`src/rtl/dac_module_9764_if.sv`:
```
// Playback DAC bus: control/status, FIFO read port and DAC pins grouped together.
// master = control logic + FIFO side, slave = the DAC playback engine.
interface dac_module_9764_if #(
  parameter int DAC_W  = 14,
  parameter int FIFO_W = 16
);
  logic [31:0]       dac_sample_freq;
  logic [15:0]       dac_sample_num;
  logic              dac_start;
  logic              dac_abort;
  logic              dac_fifo_empty;
  logic [FIFO_W-1:0] dac_fifo_q;
  logic              dac_fifo_rdreq;
  logic              dac_clk;
  logic [DAC_W-1:0]  dac_data;
  logic              dac_busy;
  logic              dac_done;
  logic              dac_underflow;

  modport master (
    output dac_sample_freq, dac_sample_num, dac_start, dac_abort,
    output dac_fifo_empty, dac_fifo_q,
    input  dac_fifo_rdreq, dac_clk, dac_data, dac_busy, dac_done, dac_underflow
  );

  modport slave (
    input  dac_sample_freq, dac_sample_num, dac_start, dac_abort,
    input  dac_fifo_empty, dac_fifo_q,
    output dac_fifo_rdreq, dac_clk, dac_data, dac_busy, dac_done, dac_underflow
  );
endinterface

```
`src/rtl/dac_module_9764.sv`:
```
// Burst playback engine: pulls words from a non-showahead FIFO and drives a parallel DAC
// at a rate set by a 32-bit phase accumulator; the DAC clock is the accumulator MSB.
module dac_module_9764 #(
  parameter int               DAC_W    = 14,
  parameter int               FIFO_W   = 16,
  parameter logic [DAC_W-1:0] MIDSCALE = {1'b1, {(DAC_W-1){1'b0}}}
) (
  input  logic clk_256M,
  input  logic rst,
  dac_module_9764_if.slave bus
);
  typedef enum logic [1:0] {S_IDLE, S_PRIME, S_RUN} state_t;

  localparam logic [31:0] INC_MAX = 32'h8000_0000;

  state_t           state_reg, state_next;
  logic [31:0]      acc_reg, inc_reg;
  logic [32:0]      acc_sum;
  logic             tick;
  logic [15:0]      num_reg, fetched_reg, sent_reg;
  logic [DAC_W-1:0] hold_reg, dac_data_reg, q_low;
  logic             hold_valid_reg, rd_pending_reg, done_reg, underflow_reg;
  logic             start_ok, consume, last_sample, load, rdreq, busy;

  genvar gi;
  generate
    for (gi = 0; gi < DAC_W; gi++) begin : g_q_low
      assign q_low[gi] = bus.dac_fifo_q[gi];
    end
    if (FIFO_W > DAC_W) begin : g_q_high
      logic unused_q_high;
      assign unused_q_high = ^bus.dac_fifo_q[FIFO_W-1:DAC_W];
    end
  endgenerate

  assign acc_sum     = {1'b0, acc_reg} + {1'b0, inc_reg};
  assign tick        = acc_sum[32];
  assign start_ok    = bus.dac_start && !bus.dac_abort && (state_reg == S_IDLE)
                       && (bus.dac_sample_num != 16'd0);
  assign consume     = (state_reg == S_RUN) && tick && hold_valid_reg;
  assign last_sample = consume && ((sent_reg + 16'd1) == num_reg);
  assign load        = (state_reg != S_IDLE) && rd_pending_reg;

  always_ff @(posedge clk_256M) begin
    if (rst) state_reg <= S_IDLE;
    else     state_reg <= state_next;
  end

  always_comb begin
    state_next = state_reg;
    if (bus.dac_abort) begin
      state_next = S_IDLE;
    end else begin
      case (state_reg)
        S_IDLE:  if (start_ok)       state_next = S_PRIME;
        S_PRIME: if (hold_valid_reg) state_next = S_RUN;
        S_RUN:   if (last_sample)    state_next = S_IDLE;
        default:                     state_next = S_IDLE;
      endcase
    end
  end

  // The next read may issue on the tick that empties hold, so back-to-back
  // ticks two cycles apart are still fed without underflow.
  always_comb begin
    busy  = (state_reg == S_PRIME) || (state_reg == S_RUN);
    rdreq = busy && (!hold_valid_reg || consume) && !rd_pending_reg
            && (fetched_reg < num_reg) && !bus.dac_fifo_empty;
  end

  always_ff @(posedge clk_256M) begin
    if (rst) begin
      acc_reg        <= 32'd0;
      inc_reg        <= 32'd0;
      num_reg        <= 16'd0;
      fetched_reg    <= 16'd0;
      sent_reg       <= 16'd0;
      hold_reg       <= '0;
      hold_valid_reg <= 1'b0;
      rd_pending_reg <= 1'b0;
      dac_data_reg   <= MIDSCALE;
      done_reg       <= 1'b0;
      underflow_reg  <= 1'b0;
    end else begin
      rd_pending_reg <= rdreq;
      done_reg       <= 1'b0;
      if (start_ok || (state_reg == S_PRIME)) acc_reg <= 32'd0;
      else                                    acc_reg <= acc_sum[31:0];

      if (start_ok) begin
        num_reg        <= bus.dac_sample_num;
        inc_reg        <= (bus.dac_sample_freq > INC_MAX) ? INC_MAX : bus.dac_sample_freq;
        fetched_reg    <= 16'd0;
        sent_reg       <= 16'd0;
        underflow_reg  <= 1'b0;
        hold_valid_reg <= 1'b0;
      end

      if (bus.dac_abort) begin
        dac_data_reg   <= MIDSCALE;
        hold_valid_reg <= 1'b0;
      end else begin
        // A word landing after an abort finds the engine idle and is dropped.
        if (load) begin
          hold_reg       <= q_low;
          hold_valid_reg <= 1'b1;
          fetched_reg    <= fetched_reg + 16'd1;
        end else if (consume) begin
          hold_valid_reg <= 1'b0;
        end

        if (consume) begin
          dac_data_reg <= hold_reg;
          sent_reg     <= sent_reg + 16'd1;
          if (last_sample) done_reg <= 1'b1;
        end else if ((state_reg == S_RUN) && tick) begin
          underflow_reg <= 1'b1;
        end
      end
    end
  end

  assign bus.dac_fifo_rdreq = rdreq;
  assign bus.dac_clk        = acc_reg[31];
  assign bus.dac_data       = dac_data_reg;
  assign bus.dac_busy       = busy;
  assign bus.dac_done       = done_reg;
  assign bus.dac_underflow  = underflow_reg;
endmodule
```
`src/flat_wrapper.sv`:
```
// flat-port wrapper written by rule: the top's interface ports become plain ports
module dac_module_9764_flat 
#(
  parameter int               DAC_W    = 14,
  parameter int               FIFO_W   = 16,
  parameter logic [DAC_W-1:0] MIDSCALE = {1'b1, {(DAC_W-1){1'b0}}}
)
  (clk_256M, rst, bus_dac_sample_freq, bus_dac_sample_num, bus_dac_start, bus_dac_abort, bus_dac_fifo_empty, bus_dac_fifo_q, bus_dac_fifo_rdreq, bus_dac_clk, bus_dac_data, bus_dac_busy, bus_dac_done, bus_dac_underflow);
  dac_module_9764_if #(.DAC_W(DAC_W), .FIFO_W(FIFO_W)) bus_i ();
  input  logic clk_256M;
  input  logic rst;
  input wire logic [$bits(bus_i.dac_sample_freq)-1:0] bus_dac_sample_freq;
  input wire logic [$bits(bus_i.dac_sample_num)-1:0] bus_dac_sample_num;
  input wire logic [$bits(bus_i.dac_start)-1:0] bus_dac_start;
  input wire logic [$bits(bus_i.dac_abort)-1:0] bus_dac_abort;
  input wire logic [$bits(bus_i.dac_fifo_empty)-1:0] bus_dac_fifo_empty;
  input wire logic [$bits(bus_i.dac_fifo_q)-1:0] bus_dac_fifo_q;
  output wire logic [$bits(bus_i.dac_fifo_rdreq)-1:0] bus_dac_fifo_rdreq;
  output wire logic [$bits(bus_i.dac_clk)-1:0] bus_dac_clk;
  output wire logic [$bits(bus_i.dac_data)-1:0] bus_dac_data;
  output wire logic [$bits(bus_i.dac_busy)-1:0] bus_dac_busy;
  output wire logic [$bits(bus_i.dac_done)-1:0] bus_dac_done;
  output wire logic [$bits(bus_i.dac_underflow)-1:0] bus_dac_underflow;
  assign bus_i.dac_sample_freq = bus_dac_sample_freq;
  assign bus_i.dac_sample_num = bus_dac_sample_num;
  assign bus_i.dac_start = bus_dac_start;
  assign bus_i.dac_abort = bus_dac_abort;
  assign bus_i.dac_fifo_empty = bus_dac_fifo_empty;
  assign bus_i.dac_fifo_q = bus_dac_fifo_q;
  assign bus_dac_fifo_rdreq = bus_i.dac_fifo_rdreq;
  assign bus_dac_clk = bus_i.dac_clk;
  assign bus_dac_data = bus_i.dac_data;
  assign bus_dac_busy = bus_i.dac_busy;
  assign bus_dac_done = bus_i.dac_done;
  assign bus_dac_underflow = bus_i.dac_underflow;
  dac_module_9764 #(.DAC_W(DAC_W), .FIFO_W(FIFO_W), .MIDSCALE(MIDSCALE)) u_core (.clk_256M(clk_256M), .rst(rst), .bus(bus_i));
endmodule
```
`config.mk`:
```
export PLATFORM = sky130hd
export DESIGN_NAME = dac_module_9764_flat
export DESIGN_NICKNAME = d
export VERILOG_FILES = /design/src/rtl/dac_module_9764_if.sv /design/src/rtl/dac_module_9764.sv /design/src/flat_wrapper.sv
export SDC_FILE = /design/constraint.sdc
export NUM_CORES = 1
export LEC_CHECK = 0
export CORE_UTILIZATION = 50
export CTS_BUF_LIST = sky130_fd_sc_hd__clkbuf_4
export DETAILED_ROUTE_END_ITERATION = 8
export HOLD_SLACK_MARGIN = 0.08
export PLACE_DENSITY = 0.73
export SYNTH_ARGS = -nofsm -noshare
export SYNTH_HDL_FRONTEND = slang
export SYNTH_SLANG_ARGS = --single-unit
```
`constraint.sdc`:
```
create_clock -name clk_256M -period 4.3 [get_ports clk_256M]
set_input_delay 0.86 -clock clk_256M [delete_from_list [all_inputs] [get_ports clk_256M]]
set_output_delay 0.86 -clock clk_256M [all_outputs]
set_load 0.01 [all_outputs]
```
==> flow_metrics.py <==
metrics = {
    "synthesis": {
        "synth_seq_cells": 146,
        "synth_area_per_cell_um2": 8.46,
        "yosysUniqueCellTypes": 64,
        "yosys-top-cells-area": "dfxtp_1, ha_1, nor2_1",
        "synth_common_cells": "dfxtp_1, nor2_1, nand2_1, a21oi_1, ha_1",
        "synth_seq_area_share_pct": 37.3,
        "syn_area_um2": 7840,
        "synth_nets": 1049,
        "post-synth-top-area-fraction_pct": 37.3,
        "synth_top_area_cell": "dfxtp_1",
        "synth_edf_count": 0,
        "ys.flop_type": "dfxtp_1",
        "yosys_warnings": 0,
        "yosys.cell_count.top_type": "dfxtp_1",
        "async_reset_ff_share_pct": 0,
        "postSynthCellCount": 927,
    },
    "cells_and_area": {
        "fin_nets": 1118,
        "drive_gt1_share_pct": 7.83,
        "fill_cells": 1388,
        "regArea_um2": 2920,
        "multiInputGateArea_um2": 4690,
        "area_growth_pct": 17.2,
    },
    "timing": {
        "fmax_mhz": 244,
        "min_period_ns": 4.11,
        "worstMarginPinSlew_ns": 0.648,
        "fin_ws_ns": 0.194,
        "worst_clock_skew_ns": 0.0221,
        "slew_viol_final": 0,
        "finalCritPeriodShare_pct": 95.5,
        "final-setup-viol-count": 0,
        "maxSlewHeadroom_pct": 56.2,
        "hold_viol": 0,
        "setup_tns_ns": 0,
        "rsz0062_at_grt": "no",
    },
    "clock_tree": {
        "cts-root-buf": "clkbuf_4",
        "htreeDepth": 4,
        "cts_tree": "built",
        "cts.hold.buffers_added": 0,
        "clk_latency_ns": 0.55,
        "clock-sinks": 146,
        "clk_pin_slew_ns": 0.13,
        "cts_max_path_buffers": 2,
        "cts_inserted_buffers": 17,
    },
    "floorplanning": {
        "core_area_um2": 15300,
        "row_count": 45,
        "initial_core_util_pct": 51.4,
        "fp.dieW_um": 127,
        "io_pins": 88,
        "die_area_um2": 16200,
        "dieHeight_um": 127,
    },
    "global_routing": {
        "grt_start_max_net_pins": 59,
        "grt_pass1_vias": 6344,
        "grt_pass1_wl_um": 31000,
        "antenna_found_initial": 1,
        "track_usage_pct": 24.1,
        "grt_overflow_total": 0,
    },
    "placed_design": {
        "io_buffers": 85,
        "pre_cts_ws_ns": 0.212,
        "gp_congestion": 0.910,
        "place_hpwl_um": 13400,
    },
    "critical_path": {
        "reg2reg_from": "u_core.inc_reg[0]$_SDFFE_PP0P_",
        "cp_cell_sequence": "ha_1 > fa_2 > a211o_1 > a211oi_4 > nor4_2 > o31ai_2 > nand2_1 > nand2_2 > a211oi_2 > dlygate4sd2_1",
        "critPathSlowestCell": "fa_2",
        "criticalPathCategory": "reg2out",
        "end_kind": "output pin",
        "worst-path-max-fanout": 4,
        "required_ns": 3.44,
        "startpoint": "u_core.inc_reg[0]$_SDFFE_PP0P_",
        "cpPeakStageDelay_ns": 0.37,
        "critPathLaunchType": "register",
        "arrival_ns": 3.25,
    },
    "route": {
        "drt_pass1_iterations": 5,
        "drt_wl_total_um": 18900,
        "ant_nets": 0,
        "drc": 0,
        "drtIter0Drc": 396,
        "vias": 6861,
        "wl_per_cell_um": 15.5,
        "via_per_inst": 5.62,
    },
    "power": {
        "p_leak_nw": 3.67,
        "ir_worst_vdd_v": 0.000174,
        "powerDensity_nw_per_um2": 278,
    },
    "hold_path": {
        "hold_class": "reg2reg",
        "hp-start": "u_core.hold_reg[6]$_SDFFE_PP0P_",
    },
    "status": {
        "outcome": "finished clean",
    },
    "flow_run": {
        "maxCapViolCount": 0,
    },
}
what timing repair did:
action | in CTS | in global routing
pin swaps | 1 | 3
endpoints found under the setup margin | 1 | 1
setup buffers | 1 | 2
resized for setup | 11 | 3
power breakdown:
part	switching, mW	internal (mW)	leakage, nW
Clock	0.515	0.357	0.143
Sequential	0.0195	1.38	1.18
Combinational	0.151	0.133	2.34
Total	0.686	1.87	3.67
cell usage in the layout (no fill, tap or decap), types with 5 or more instances in the layout:
cell             netlist  final
dfxtp_1              146    146
nor2_1               137    136
clkdlybuf4s50_1        0     83
nand2_1               77     75
a21oi_1               62     62
ha_1                  52     48
xnor2_1               31     31
mux2i_1               31     31
a22oi_1               31     31
nand3_1               27     27
xor2_1                27     27
inv_1                 26     26
o21ai_0               23     23
nand4_1               20     20
clkbuf_4               0     19
a21o_1                15     15
nor4_1                16     15
and3_1                13     13
or3_1                 12     12
nor3_1                12     12
buf_4                  0     12
a31oi_1               10     10
or2_2                  8      8
o211ai_1               8      8
nand2b_1               7      7
nor2b_1                7      7
and2_1                 7      7
o21a_1                 6      6
a211o_1                5      5
a211oi_1               7      5
cells by family after synthesis:
logic type,count (synthesis),share of synthesized area [%]
compound gates,204,17.6
xor+xnor,58,6.48
flops,146,37.3
buf+inv,73,3.59
mux,32,4.10
simple gates,361,22.4
fa+ha+maj,53,8.56
critical path, delay by kind of cell, from the launching register on:
kind                     cells  cell delay (ns)
adder cells (fa/ha/maj)      2             0.59
flip-flops                   1             0.34
buffers and inverters        1             0.30
AO/OA/AOI/OAI                4             1.07
AND/OR/NAND/NOR              3             0.41
layout make-up:
type	count	area share (%)
multi-input cells	708	51.0
flip-flops and latches	146	31.8
repair buffers	97	10.2
well taps	211	2.87
clock buffers	19	1.55
clock inverters	13	1.47
inverters	26	1.06
diodes	1	0.0272
path summary, 6_finish.rpt:
path                                                         to  slack, ns  depth (start not counted)
worst min-delay path            u_core.hold_reg[6]$_SDFFE_PP0P_       0.46                          2
worst max register to register    u_core.sent_reg[3]$_SDFF_PP0_       1.10                         11
worst min register to register  u_core.hold_reg[6]$_SDFFE_PP0P_       0.46                          2
worst max-delay path                         bus_dac_fifo_rdreq       0.19                         10
per-layer routing:
layer	share of wire, %	vias up	track usage, %
li1	-	3457	-
met1	46	3230	30.7
met2	49	157	41.1
met3	4.2	17	4.36
met4	1.5	0	7.84
met5	0	-	0
per-stage QoR:
step	utilization [%]	total power, mW	cells	instance area [µm²]	hold WS (ns)
after floorplan	-	1.59	927	7840	0.436
after global placement	57.9	1.71	1185	8840	0.442
after detailed placement	57.9	1.71	1185	8840	0.447
after CTS	60.0	2.58	1218	9160	0.465
after global routing	60.2	2.67	1221	9190	0.492
final	60.2	2.56	1221	9190	0.463
Note: power is estimated with default switching activity, not from simulation.
